[src/rtl/pe_irq_ctrl_pkg.sv]
// pe_irq_ctrl_pkg: shared types, register map and helpers for the PE
// interrupt controller.
//   word_t            32-bit bus word
//   IRQC_BASE         base of the controller's internal region
//   IRQC_STATUS..     byte offsets of the six registers
//   irqc_sat_inc      saturating 32-bit increment
//   irqc_claim_code   lowest-index active source + 1, or 0 when none
package pe_irq_ctrl_pkg;

  typedef logic [31:0] word_t;

  localparam word_t IRQC_BASE    = 32'hF000_0000;
  localparam word_t IRQC_STATUS  = 32'h0000_0000;
  localparam word_t IRQC_PENDING = 32'h0000_0004;
  localparam word_t IRQC_MASK    = 32'h0000_0008;
  localparam word_t IRQC_EDGE    = 32'h0000_000C;
  localparam word_t IRQC_CLAIM   = 32'h0000_0010;
  localparam word_t IRQC_LATENCY = 32'h0000_0014;

  // Increment that sticks at all-ones instead of wrapping.
  function automatic word_t irqc_sat_inc(input word_t value);
    word_t result;
    if (value == 32'hFFFF_FFFF) begin
      result = value;
    end else begin
      result = value + 32'd1;
    end
    return result;
  endfunction

  // Scan from the top so the lowest set index is the last one written.
  function automatic logic [3:0] irqc_claim_code(input logic [7:0] status);
    logic [3:0] code;
    code = 4'd0;
    for (int i = 7; i >= 0; i--) begin
      if (status[i]) begin
        code = 4'(i + 1);
      end else begin
        code = code;
      end
    end
    return code;
  endfunction

endpackage

[src/rtl/pe_irq_ctrl_source.sv]
// pe_irq_source: one interrupt source cell (irq_prev + pending flop).
//   clock      rising-edge clock
//   reset      synchronous, active-low
//   irq        raw interrupt line
//   edge_mode  1 = rising-edge latched, 0 = level (pending follows irq)
//   clear      clear request (W1C or claim); ignored in level mode
//   pending    registered pending flag
module pe_irq_source (
  input  logic clock,
  input  logic reset,
  input  logic irq,
  input  logic edge_mode,
  input  logic clear,
  output logic pending
);

  logic irq_prev_r;
  logic pending_r;
  logic rise_s;
  logic pending_next_s;

  // Next pending value: a rising edge beats a same-cycle clear.
  always_comb begin
    rise_s = irq & ~irq_prev_r;
    if (edge_mode) begin
      pending_next_s = rise_s | (pending_r & ~clear);
    end else begin
      pending_next_s = irq;
    end
  end

  // Source history and pending state.
  always_ff @(posedge clock) begin
    if (!reset) begin
      irq_prev_r <= 1'b0;
      pending_r  <= 1'b0;
    end else begin
      irq_prev_r <= irq;
      pending_r  <= pending_next_s;
    end
  end

  assign pending = pending_r;

endmodule

[src/rtl/pe_irq_ctrl.sv]
// pe_irq_ctrl: memory-mapped interrupt controller for one manycore PE.
// Latches raw sources, masks and prioritises them (lowest index wins),
// drives the CPU external interrupt vector and measures claim latency.
//   clock     rising-edge clock
//   reset     synchronous, active-low
//   irq_in    raw sources (0 periph, 1 ddma send, 2 recv size, 3 recv hs)
//   sel_in    access targets this block
//   addr_in   byte address, bits [4:2] decoded
//   wr_in     write strobe
//   data_in   write data
//   data_out  registered read data, valid the cycle after the access
//   irq_out   pending & mask, zero-extended to 8 bits
module pe_irq_ctrl
  import pe_irq_ctrl_pkg::*;
#(
  parameter int MEMORY_WIDTH = 32,
  parameter int NUM_IRQ      = 4
) (
  input  logic                    clock,
  input  logic                    reset,
  input  logic [NUM_IRQ-1:0]      irq_in,
  input  logic                    sel_in,
  input  logic [MEMORY_WIDTH-1:0] addr_in,
  input  logic                    wr_in,
  input  logic [MEMORY_WIDTH-1:0] data_in,
  output logic [MEMORY_WIDTH-1:0] data_out,
  output logic [7:0]              irq_out
);

  localparam logic [2:0] OFF_STATUS  = IRQC_STATUS[4:2];
  localparam logic [2:0] OFF_PENDING = IRQC_PENDING[4:2];
  localparam logic [2:0] OFF_MASK    = IRQC_MASK[4:2];
  localparam logic [2:0] OFF_EDGE    = IRQC_EDGE[4:2];
  localparam logic [2:0] OFF_CLAIM   = IRQC_CLAIM[4:2];
  localparam logic [2:0] OFF_LATENCY = IRQC_LATENCY[4:2];

  logic [NUM_IRQ-1:0] mask_r;
  logic [NUM_IRQ-1:0] edge_r;
  logic [NUM_IRQ-1:0] pending_s;
  logic [NUM_IRQ-1:0] status_s;
  logic [NUM_IRQ-1:0] clear_s;
  logic [7:0]         status8_s;
  logic [3:0]         claim_code_s;
  logic [2:0]         offset_s;
  logic               rd_s;
  logic               wr_s;
  logic               claim_hit_s;
  word_t              counter_r;
  word_t              latency_r;
  word_t              data_out_r;
  word_t              rdata_s;
  logic               unused_s;

  assign offset_s = addr_in[4:2];
  assign wr_s     = sel_in & wr_in;
  assign rd_s     = sel_in & ~wr_in;
  assign status_s = pending_s & mask_r;

  // Bus bits outside the decoded window are intentionally dropped.
  assign unused_s = ^{addr_in[MEMORY_WIDTH-1:5], addr_in[1:0],
                      data_in[MEMORY_WIDTH-1:NUM_IRQ], IRQC_BASE[0]};

  // Widen status to the 8-bit CPU vector and pick the claim winner.
  always_comb begin
    status8_s                = 8'h00;
    status8_s[NUM_IRQ-1:0]   = status_s;
    claim_code_s             = irqc_claim_code(status8_s);
    claim_hit_s              = rd_s && (offset_s == OFF_CLAIM) && (claim_code_s != 4'd0);
  end

  // Clear requests: W1C on PENDING or the winner of a successful claim.
  always_comb begin
    clear_s = '0;
    for (int i = 0; i < NUM_IRQ; i++) begin
      if (wr_s && (offset_s == OFF_PENDING) && data_in[i]) begin
        clear_s[i] = 1'b1;
      end else if (claim_hit_s && (claim_code_s == 4'(i + 1))) begin
        clear_s[i] = 1'b1;
      end else begin
        clear_s[i] = 1'b0;
      end
    end
  end

  for (genvar g = 0; g < NUM_IRQ; g++) begin : g_src
    pe_irq_source u_src (
      .clock     (clock),
      .reset     (reset),
      .irq       (irq_in[g]),
      .edge_mode (edge_r[g]),
      .clear     (clear_s[g]),
      .pending   (pending_s[g])
    );
  end

  // MASK and EDGE registers.
  always_ff @(posedge clock) begin
    if (!reset) begin
      mask_r <= '0;
      edge_r <= '1;
    end else if (wr_s) begin
      case (offset_s)
        OFF_MASK: mask_r <= data_in[NUM_IRQ-1:0];
        OFF_EDGE: edge_r <= data_in[NUM_IRQ-1:0];
        default: begin
          mask_r <= mask_r;
          edge_r <= edge_r;
        end
      endcase
    end else begin
      mask_r <= mask_r;
      edge_r <= edge_r;
    end
  end

  // Latency counter: runs while anything is unmasked-pending, a nonzero
  // claim snapshots counter + 1 (the claim cycle itself counts).
  always_ff @(posedge clock) begin
    if (!reset) begin
      counter_r <= 32'd0;
      latency_r <= 32'd0;
    end else if (claim_hit_s) begin
      counter_r <= 32'd0;
      latency_r <= irqc_sat_inc(counter_r);
    end else if (status_s != '0) begin
      counter_r <= irqc_sat_inc(counter_r);
      latency_r <= latency_r;
    end else begin
      counter_r <= 32'd0;
      latency_r <= latency_r;
    end
  end

  // Read mux over the pre-edge register values.
  always_comb begin
    rdata_s = 32'd0;
    case (offset_s)
      OFF_STATUS:  rdata_s = word_t'(status_s);
      OFF_PENDING: rdata_s = word_t'(pending_s);
      OFF_MASK:    rdata_s = word_t'(mask_r);
      OFF_EDGE:    rdata_s = word_t'(edge_r);
      OFF_CLAIM:   rdata_s = word_t'(claim_code_s);
      OFF_LATENCY: rdata_s = latency_r;
      default:     rdata_s = 32'd0;
    endcase
  end

  // Read data register; holds between reads.
  always_ff @(posedge clock) begin
    if (!reset) begin
      data_out_r <= 32'd0;
    end else if (rd_s) begin
      data_out_r <= rdata_s;
    end else begin
      data_out_r <= data_out_r;
    end
  end

  assign data_out = data_out_r;
  assign irq_out  = status8_s;

endmodule

[config.mk]
export PLATFORM = sky130hd
export DESIGN_NAME = pe_irq_ctrl
export DESIGN_NICKNAME = d
export VERILOG_FILES = /design/src/rtl/pe_irq_ctrl_pkg.sv /design/src/rtl/pe_irq_ctrl_source.sv /design/src/rtl/pe_irq_ctrl.sv
export SDC_FILE = /design/constraint.sdc
export NUM_CORES = 1
export LEC_CHECK = 0
export ABC_AREA = 0
export ABC_CLOCK_PERIOD_IN_PS = 4100
export BUFFER_PORTS_ARGS = -buffer_cell sky130_fd_sc_hd__buf_2
export CORE_UTILIZATION = 31
export DETAILED_ROUTE_END_ITERATION = 6
export GPL_TIMING_DRIVEN = 0
export PLACE_DENSITY_LB_ADDON = 0.1
export SYNTH_ARGS = -nofsm -noshare
export SYNTH_HDL_FRONTEND = slang
export SYNTH_SLANG_ARGS = --single-unit
[constraint.sdc]
create_clock -name clock -period 4.1 [get_ports clock]
set_input_delay 0.41 -clock clock [delete_from_list [all_inputs] [get_ports clock]]
set_output_delay 0.41 -clock clock [all_outputs]
set_load 0.05 [all_outputs]
Word level (Yosys, flattened, before mapping)
Index checks and enable logic that the tools add are counted.
Cells by class
  add/sub/neg operators: 1
  equality and inequality tests: 10
  muxes and demuxes: 18
  bitwise logic cells: 26
  reduce and logical (&&, ||, !) cells: 17
Operator list (number)
  case mux 32 bit (6 select lines): 1
  adder 32 x 1 -> 32 bit (second input constant): 1
  equality test 32 bit (second input constant): 1
  2-to-1 mux 32 bit: 1
  2-to-1 mux 1 bit: 12
  2-to-1 mux 4 bit: 3
  logical AND 1 bit: 11
  NOT 1 bit: 11
  AND 1 bit: 10
  equality test 4 x 2 -> 1 bit (second input constant): 2
  nonzero test 4 bit: 2
  equality test 3 x 2 -> 1 bit (second input constant): 2
  equality test 3 bit (second input constant): 2
  AND 4 bit: 1
  equality test 4 x 1 -> 1 bit (second input constant): 1
  equality test 4 x 3 -> 1 bit (second input constant): 1
  bitwise OR 1 bit: 4
  AND reduction 2 bit: 2
  equality test 3 x 1 -> 1 bit (second input constant): 1
  logical NOT 3 bit: 1
  2-to-1 mux 3 bit: 1
  OR reduction 3 bit: 1
Storage, ports and cells
  register bits: 112
  bits of input ports: 72
  output and inout bits: 40
  logic and storage cells: 85

Longest topological paths before layout
Gate-level depths: netlist (run 1).
  word-level depth: 14
  mapped depth: 8
  depth with buffers taken out: 6

Hierarchy
From an unflattened synthesis (run 1), not the netlist that was laid out.
Second synthesis, totals
  cell total of the unflattened synthesis: 533
  area total of the unflattened synthesis: 4750.8 um^2
By module, submodules not included
  pe_irq_ctrl: instances 1, cells an instance 509, area each 4475.5 um^2, seq. area each 2082.0 um^2
  pe_irq_source: instances 4, cells an instance 6, area each 68.8 um^2, seq. area each 40.0 um^2

Worst setup path before layout (run 1)
No wires, ideal clock.
  path kind: flip-flop to flip-flop
  start point: register counter_r[0]
  end point: register latency_r[1]
  setup time: 0.122 ns
  data arrival time: 1.954 ns
  required time: 3.978 ns
  slack: 2.024 ns
  stages on the path, launching flop included: 9
  buffers on the path: 2
  period minus slack after synthesis: 2.076 ns
  path through: dfxtp_1 -> ha_1 -> nand3_1 -> nor4_4 -> nor4b_4 -> buf_6 -> buf_12 -> mux2i_1 -> a21oi_2
On the way
  longest elaborated chain between the ends: 2
  elaborated cells on any way between the ends: 3
  classes of those cells: 1 x add/sub; 1 x eq/ne; 1 x mux
RTL lines
  start, declared: line pe_irq_ctrl.sv:48  | word_t counter_r;
  start signal, assigned: line pe_irq_ctrl.sv:126  | counter_r <= irqc_sat_inc(counter_r);
  adder 32 x 1 -> 32 bit / equality test 32 bit (equally long branches): line pe_irq_ctrl_pkg.sv:26, pe_irq_ctrl_pkg.sv:23
  2-to-1 mux 32 bit *: line pe_irq_ctrl_pkg.sv:23  | if (value == 32'hFFFF_FFFF) begin
  end signal, assigned: line pe_irq_ctrl.sv:124  | latency_r <= irqc_sat_inc(counter_r);
  end signal, assigned: line pe_irq_ctrl.sv:127  | latency_r <= latency_r;
  end signal, assigned: line pe_irq_ctrl.sv:130  | latency_r <= latency_r;
  end, declared: line pe_irq_ctrl.sv:49  | word_t latency_r;
Mark *: on every way between the ends. The rest lies on a longest branch, timed or not.
A chain may end at the register's enable or synchronous reset.

Worst setup path after layout (run 1)
  start point: register counter_r[0]
  end point: register counter_r[1]
On the way
  longest elaborated chain between the ends: 2
  elaborated cells on any way between the ends: 3
  classes of those cells: 1 x add/sub; 1 x eq/ne; 1 x mux
RTL lines (line)
  adder 32 x 1 -> 32 bit / equality test 32 bit (equally long branches): pe_irq_ctrl_pkg.sv:26, pe_irq_ctrl_pkg.sv:23
  2-to-1 mux 32 bit *
Marked as above.

==> impl_results.md, run 1 <==
- Outcome: completed
- Clk_lat worst skew: 350 ps
- Gpl congestion: 0.876
- Hold Violations, Final: 0
- Post-synth top area share: 0.461
- Fillers: 1613
- Clock slew at reported path FFs: 70 ps
- Largest family of logic cells by synthesized area: simple AND/OR/NAND/NOR gates
- CP required: 4320 ps
- Mux share of post-synthesis cell area: 0.0229
- Layout area overhead: 16.4%
- Top post-synthesis cells by area: dfxtp_1 (46%), nand3_1 (5.2%), nand2_1 (4.9%)
- Setup Skew: just under 6 ps
- Synth Register Bits: 112
- Iteration-0 DRC count of the detailed router: ~270
- Slew HR: 0.513
- Setup TNS: 0 ps
- # DRC: 0
- Die X: ~130 µm
- CTS buffer count: 9
- Sequential Power Share: 0.531
- Unique cell type count in the Yosys netlist: 62
- Total grt overflow: 0
- Nets: just under 700
- Post-Route WL: roughly 14 mm
- Resized Gates After CTS: 0
- P_sw: 0.480 mW
- Max-cap violations: 0
- Worst Path Buf+Inv: 2
- Most common cell in the netlist: dfxtp_1
- Setup bufs post-CTS: 0
- Root Buffer: clkbuf_16
- Clock power share: 0.418
- Final ANT Viol Nets: 0
- Largest net degree at the start of global routing: 17
- Sw frac: 0.230
- Leak Pwr: between 1.5 and 2 nW
- Yosys warning count: 0
- Simple-gate share of the synthesized area: 0.241
- Combinational share of power: 0.051
- Pwr/cell area: 368 nW/µm²
- ANT cells: 0
- Initial antenna violation count: 0
- Drt pass-1 iters: 4
- HP Class: primary input to flop
- Synthesized instance count: 560
- First-pass GRT wire length: 21.9 mm
- Crit path max-delay family: simple AND/OR/NAND/NOR gates
- H-tree level count: 3
- CP Class: flop to flop
- CP cell instances: ha_1 -> nand3_1 -> nor4_4 -> nor4b_4 -> buf_6 -> buf_12 -> mux2i_1 -> nor2_1
- Area of the multi-input gates: 2410 µm²
- Setup-failing EPs final: 0
- Max Buffers Root-to-Sink: 2
- CP Capture Type: flop
- Cell taking the most area after synthesis: dfxtp_1
- Number of synthesized flops with an enable pin: 0
- Port Buffers: 48
- CTS tree: yes
- Synth Area in Compound Gates: 0.212
- Commonest cells in the synthesized netlist: dfxtp_1 (112), nand2_1 (64), nand3_1 (51)
- Register area: 2240 µm²
- Post-synthesis xor/xnor area fraction: 0.0144
- Die Span Y: 127 µm
- Synth Area in Adders: 0.00257
- Final Max Slew Viols: 0
- Row cnt: 45
- Via Count: 4286
- Mapped cell area: 4860 µm²
- Wire per inst: 16.5 µm
- Core ar.: 15300 µm²
- Pint: 1.60 mW
- Fmax: 371 MHz
- Peak supply drop: about 0.00025 V
- Fin crit share: 0.658
- Vias in the first global route: 4043
- CP max-delay cell: nor4b_4
- All-layer global routing usage: 0.179
- Avg Synthesized Cell Area: 8.68 µm²
- Hpwl dp: between 10 and 15 mm
- Crit Path Max Fanout: 10
- Post-synth top flop: dfxtp_1
- Minimum clock period: 2700 ps
- Async SR Flop Fraction: 0
- Via density: 5.11
- Share of synthesized area occupied by flip-flops and latches: 0.461
- Clk sink count: 112
- CP arrival: about 2900 ps
- CTS Hold Bufs: 0
- Tightest Pin Transition: approximately 730 ps
- Starting Density: 0.319
- Critical path launch point type: flop
- RSZ-0062 raised after global routing: no
- Slowest stage delay, CP: 430 ps
- Die area: 16200 µm²
- Fin util: 0.371
- Layout cell share with drive strength beyond 1: 0.137
- Top Ports: 112
==> final timing paths <==
check          startpoint                        end  slack, ps  depth (start not counted)
min             irq_in[3]  g_src[3].u_src.irq_prev_r        290                          2
min reg2reg  data_out[16]               data_out[16]        460                          2
max          counter_r[0]               counter_r[1]       1400                          8
max reg2reg  counter_r[0]               counter_r[1]       1400                          8
==> power groups by stage <==
stage               logic, mW  clock network (mW)  registers [mW]
CTS                     0.109               0.896            1.10
floorplan              0.0644                   0            1.14
finish                  0.107               0.870            1.11
global placement        0.107                   0            1.13
global route            0.117               0.940            1.11
detailed placement      0.109                   0            1.13
==> cells in the final DEF, fill, tap and decap left out, types with 3 or more instances in the layout <==
| master | n |
|---|---|
| or3_1 | 15 |
| and3_1 | 3 |
| nor2_1 | 23 |
| nor3_1 | 7 |
| clkbuf_16 | 9 |
| nand4_1 | 10 |
| buf_2 | 54 |
| o31ai_1 | 4 |
| mux2i_1 | 10 |
| a22o_1 | 3 |
| clkbuf_1 | 28 |
| a21o_1 | 3 |
| conb_1 | 4 |
| nor2b_1 | 8 |
| a211oi_1 | 3 |
| a21oi_1 | 33 |
| or4_1 | 4 |
| and4_1 | 5 |
| inv_1 | 5 |
| buf_4 | 5 |
| o21ai_0 | 43 |
| nand3_1 | 51 |
| a21boi_0 | 28 |
| a31oi_1 | 20 |
| dfxtp_1 | 112 |
| and2_1 | 8 |
| nor3b_1 | 3 |
| nand2_1 | 64 |
| xnor2_1 | 4 |
| clkinv_2 | 3 |
| xor2_1 | 4 |
| buf_1 | 3 |
| o21ai_1 | 8 |
==> flip-flops by register name, summed over array words and instances (netlist names) <==
register	count
counter_r	32
data_out	32
edge_r	4
g_src.u_src.irq_prev_r	4
g_src.u_src.pending	4
latency_r	32
mask_r	4
==> logic make-up after synthesis <==
| family | after synthesis |
|---|---|
| compound gates | 165 |
| xor+xnor | 8 |
| fa+ha+maj | 1 |
| buf+inv | 46 |
| flops | 112 |
| mux | 11 |
| other cells | 1 |
| simple gates | 216 |
==> metal layers <==
metal / global-route usage / vias up / wire length [µm]
met5: 0 / - / 0
met4: 0.0707 / 0 / 178
met3: 0.0255 / 10 / 431
met2: 0.291 / 74 / 6430
met1: 0.238 / 2036 / 6810
li1: - / 2166 / -
==> final cells by class <==
type,instances,area share
inverters,5,0.00332
clock inverters,4,0.00796
well taps,211,0.0466
plain buffers,41,0.0360
multi-input cells,405,0.426
clock buffers,12,0.0418
repair buffers,48,0.0424
flip-flops and latches,112,0.396
==> worst reg2reg max path, stage by stage, from the launching register on <==
cell	delay, ps
dfxtp_1	390
ha_1	240
nand3_1	390
nor4_4	410
nor4b_4	430
buf_6	220
buf_12	140
mux2i_1	280
nor2_1	80
==> stage by stage <==
stage	hold WS (ps)	area, µm²	power (mW)	setup WS [ps]	instances
6_report	288	5660	2.08	1400	838
5_1_grt	280	5660	2.16	1240	838
3_3_place_gp	446	5380	1.24	1460	822
4_1_cts	273	5660	2.11	1420	838
3_5_place_dp	451	5380	1.24	1430	822
2_1_floorplan	435	4870	1.20	2020	563
Note: power is estimated with default switching activity, not from simulation.
==> run 2, diff against run 1 <==
Settings changed: ABC_AREA 0 to 1, ABC_CLOCK_PERIOD_IN_PS 4100 to 2200.
Clock period 4.1 ns to 2.2 ns, I/O delays scaled along.
==> run 2 against run 1 <==
Register-to-register slack got worse by 1200 ps; sequential power rose by 89%; global-route usage rose by 0.29 points; utilization rose by 0.31 points; synthesized cell count rose by 36%; total power rose by 98%; combinational power rose to 3.2 times the previous value; final area rose by 6.5%; critical path type unchanged.
==> impl_results.md, run 2 <==
- Post-Route WL: 15.1 mm
- Yosys warning count: 0
- Final ANT Viol Nets: 0
- HP Class: primary input to flop
- Max-cap violations: 0
- Crit Path Max Fanout: 10
- Row cnt: 46
- Initial antenna violation count: 0
- Leak Pwr: 2.81 nW
- Unique cell type count in the Yosys netlist: 33
- Die area: 17200 µm²
- RSZ-0062 raised after global routing: no
- Via density: 4.69
- Total grt overflow: 0
- Final Instance Area: 6030 µm²
- Most common cell after layout, fill and taps aside: nand2_1
- Sequential Power Share: 0.510
- Combinational share of power: 0.084
- Port Buffers: 50
- Via Count: a little under 5000
- Slew HR: 0.565
- Clock power share: 0.405
- Cell taking the most area after synthesis: dfxtp_1
- Core ar.: 16100 µm²
- Post-synth top flop: dfxtp_1
- All-layer global routing usage: 0.182
- P_sw: 1.15 mW
- Wire per inst: 14.5 µm
- CP required: between 2000 and 2500 ps
- Fin util: 0.374
- Fmax: 505 MHz
- Largest net degree at the start of global routing: 23
- CP Capture Type: flop
- Async SR Flop Fraction: 0
- H-tree level count: 3
- Iteration-0 DRC count of the detailed router: 353
- Post-synth top area share: 0.433
- Mapped cell area: 5180 µm²
- Vias in the first global route: 4595
- Setup-failing EPs final: 0
- Critical path launch point type: flop
- Top Ports: between 100 and 150
- M2 GR Usage: 0.305
- Setup TNS: 0 ps
- R2r setup slk: 220 ps
- CP max-delay cell: dfxtp_1
- Final WS setup: 221 ps
- Fin crit share: 0.900
- Setup Skew: 9.98 ps
- First-pass GRT wire length: 24.3 mm
- CTS tree: yes
- Outcome: completed
- Starting Density: 0.322
- Minimum clock period: 1980 ps
- Sw frac: 0.279
- Clk_lat worst skew: 360 ps
- Register area: between 2000 and 2500 µm²
- Fillers: approximately 1800
- Gpl congestion: 0.915
- Pint: 2.97 mW
- Max Buffers Root-to-Sink: 2
- Drt pass-1 iters: 5
- GRT busiest layer: met2
- Commonest cells in the synthesized netlist: nand2_1 (276), dfxtp_1 (112), inv_1 (75)
- Most frequent cells in the layout: nand2_1 (276), dfxtp_1 (112), inv_1 (75), nor2_1 (72), buf_2 (57)
- GR Util met1: 0.239
- Synth Register Bits: 112
- Share of synthesized area occupied by flip-flops and latches: 0.433
- CP Class: flop to flop
- Post-Place Worst Slack: 127 ps
- Most common cell in the netlist: nand2_1
- Top post-synthesis cells by area: dfxtp_1 (43%), nand2_1 (20%), inv_1 (5.4%)
- Root Buffer: clkbuf_16
- Hpwl dp: 11.7 mm
- CTS buffer count: 9
- Hold Violations, Final: 0
- Most frequent CP cell: nand2_4
- Synthesized instance count: 759
- Avg Synthesized Cell Area: 6.83 µm²
- CP arrival: 2220 ps
- Crit path max-delay family: simple AND/OR/NAND/NOR gates
- Layout area overhead: 16.3%
- Die Span Y: 131 µm
- Number of synthesized flops with an enable pin: 0
- Slowest stage delay, CP: roughly 480 ps
- Clock slew at reported path FFs: 80 ps
- Tightest Pin Transition: 653 ps
- Peak supply drop: between 0.0003 and 0.0004 V
- ANT cells: 0
- Layout cell share with drive strength beyond 1: 0.139
- # DRC: 0
- Final Max Slew Viols: 0
- Clk sink count: 112
- Area of the multi-input gates: 2500 µm²
- Met3 usage: 0.0367
- Die X: approximately 130 µm
- Worst Path Buf+Inv: 2
- Nets: roughly 900
- Total power draw: just over 4 mW
- CP cell instances: ha_2 -> inv_2 -> nor2_4 -> nand2_4 -> nor2_8 -> nand2_4 -> buf_6 -> nand2_4 -> nand2_1 -> nand2_1 -> o21ai_1
- Pwr/cell area: 683 nW/µm²
- Post-Place Cell Area: 5720 µm²
-- run 2: changes by cell type in the layout (fill, tap and decap cells not counted), sizes merged, moves of 11 or more --
cell / before / now
a31oi: 20 / 4
nand2: 64 / 279
or3: 15 / 0
nor2: 23 / 76
inv: 5 / 81
clkbuf: 37 / 22
a21boi: 29 / 0
a21oi: 34 / 45
-- run 2: worst paths after layout --
check,startpoint,endpoint,depth (start not counted)
worst max register to register,counter_r[0],latency_r[1],11
worst max-delay path,counter_r[0],latency_r[1],11
worst min register to register,latency_r[28],latency_r[28],2
worst min-delay path,irq_in[2],g_src[2].u_src.irq_prev_r,3
-- run 2: cells by family (layout without fill, tap and decap cells) --
group           count (synthesis)  count (layout)  share of synthesized area
flops                         112             112                      0.433
simple gates                  418             418                      0.351
fa+ha+maj                       1               1                    0.00241
buf+inv                       108             174                     0.0886
compound gates                112             112                      0.113
other cells                     1               4                   0.000723
xor+xnor                        7               7                     0.0118
-- run 2: power groups by stage --
stage	combinational [mW]	clock [mW]	sequential [mW]
floorplan	0.133	0	2.26
global placement	0.345	0	2.15
detailed placement	0.346	0	2.15
CTS	0.347	1.73	2.10
global route	0.373	1.82	2.11
finish	0.347	1.67	2.10
-- run 2: cell type report --
cell class	count	area share
sequential	112	0.372
buffer	29	0.0270
clock buffer	9	0.0374
tap	216	0.0448
multi-input combinational	542	0.414
inverter	79	0.0492
timing repair buffer	50	0.0415
clock inverter	7	0.0141
-- run 2: routing by layer --
metal  up-vias  part of all wire
li1       2508                 -
met1      2270              0.48
met2       109              0.47
met3         9             0.044
met4         0            0.0062
met5         -                 0
-- run 2: stage by stage --
step / hold slack, ps / cells
floorplan: 336 / 762
global placement: 424 / 1028
CTS: 56.9 / 1044
finish: 67.4 / 1044
detailed placement: 431 / 1028
global route: 69.9 / 1044
-- run 2: tightest hold or removal path, stage by stage --
cell and delay (ps):
buf_2 80, nand2_1 40, inv_1 50
-- run 2: what timing repair did --
action / CTS / global route
hold buffers: 0 / 0
hold endpoints to repair: 0 / 0
buffers inserted: 0 / 0
gates resized for setup: 0 / 1
setup endpoints to repair: 0 / 1
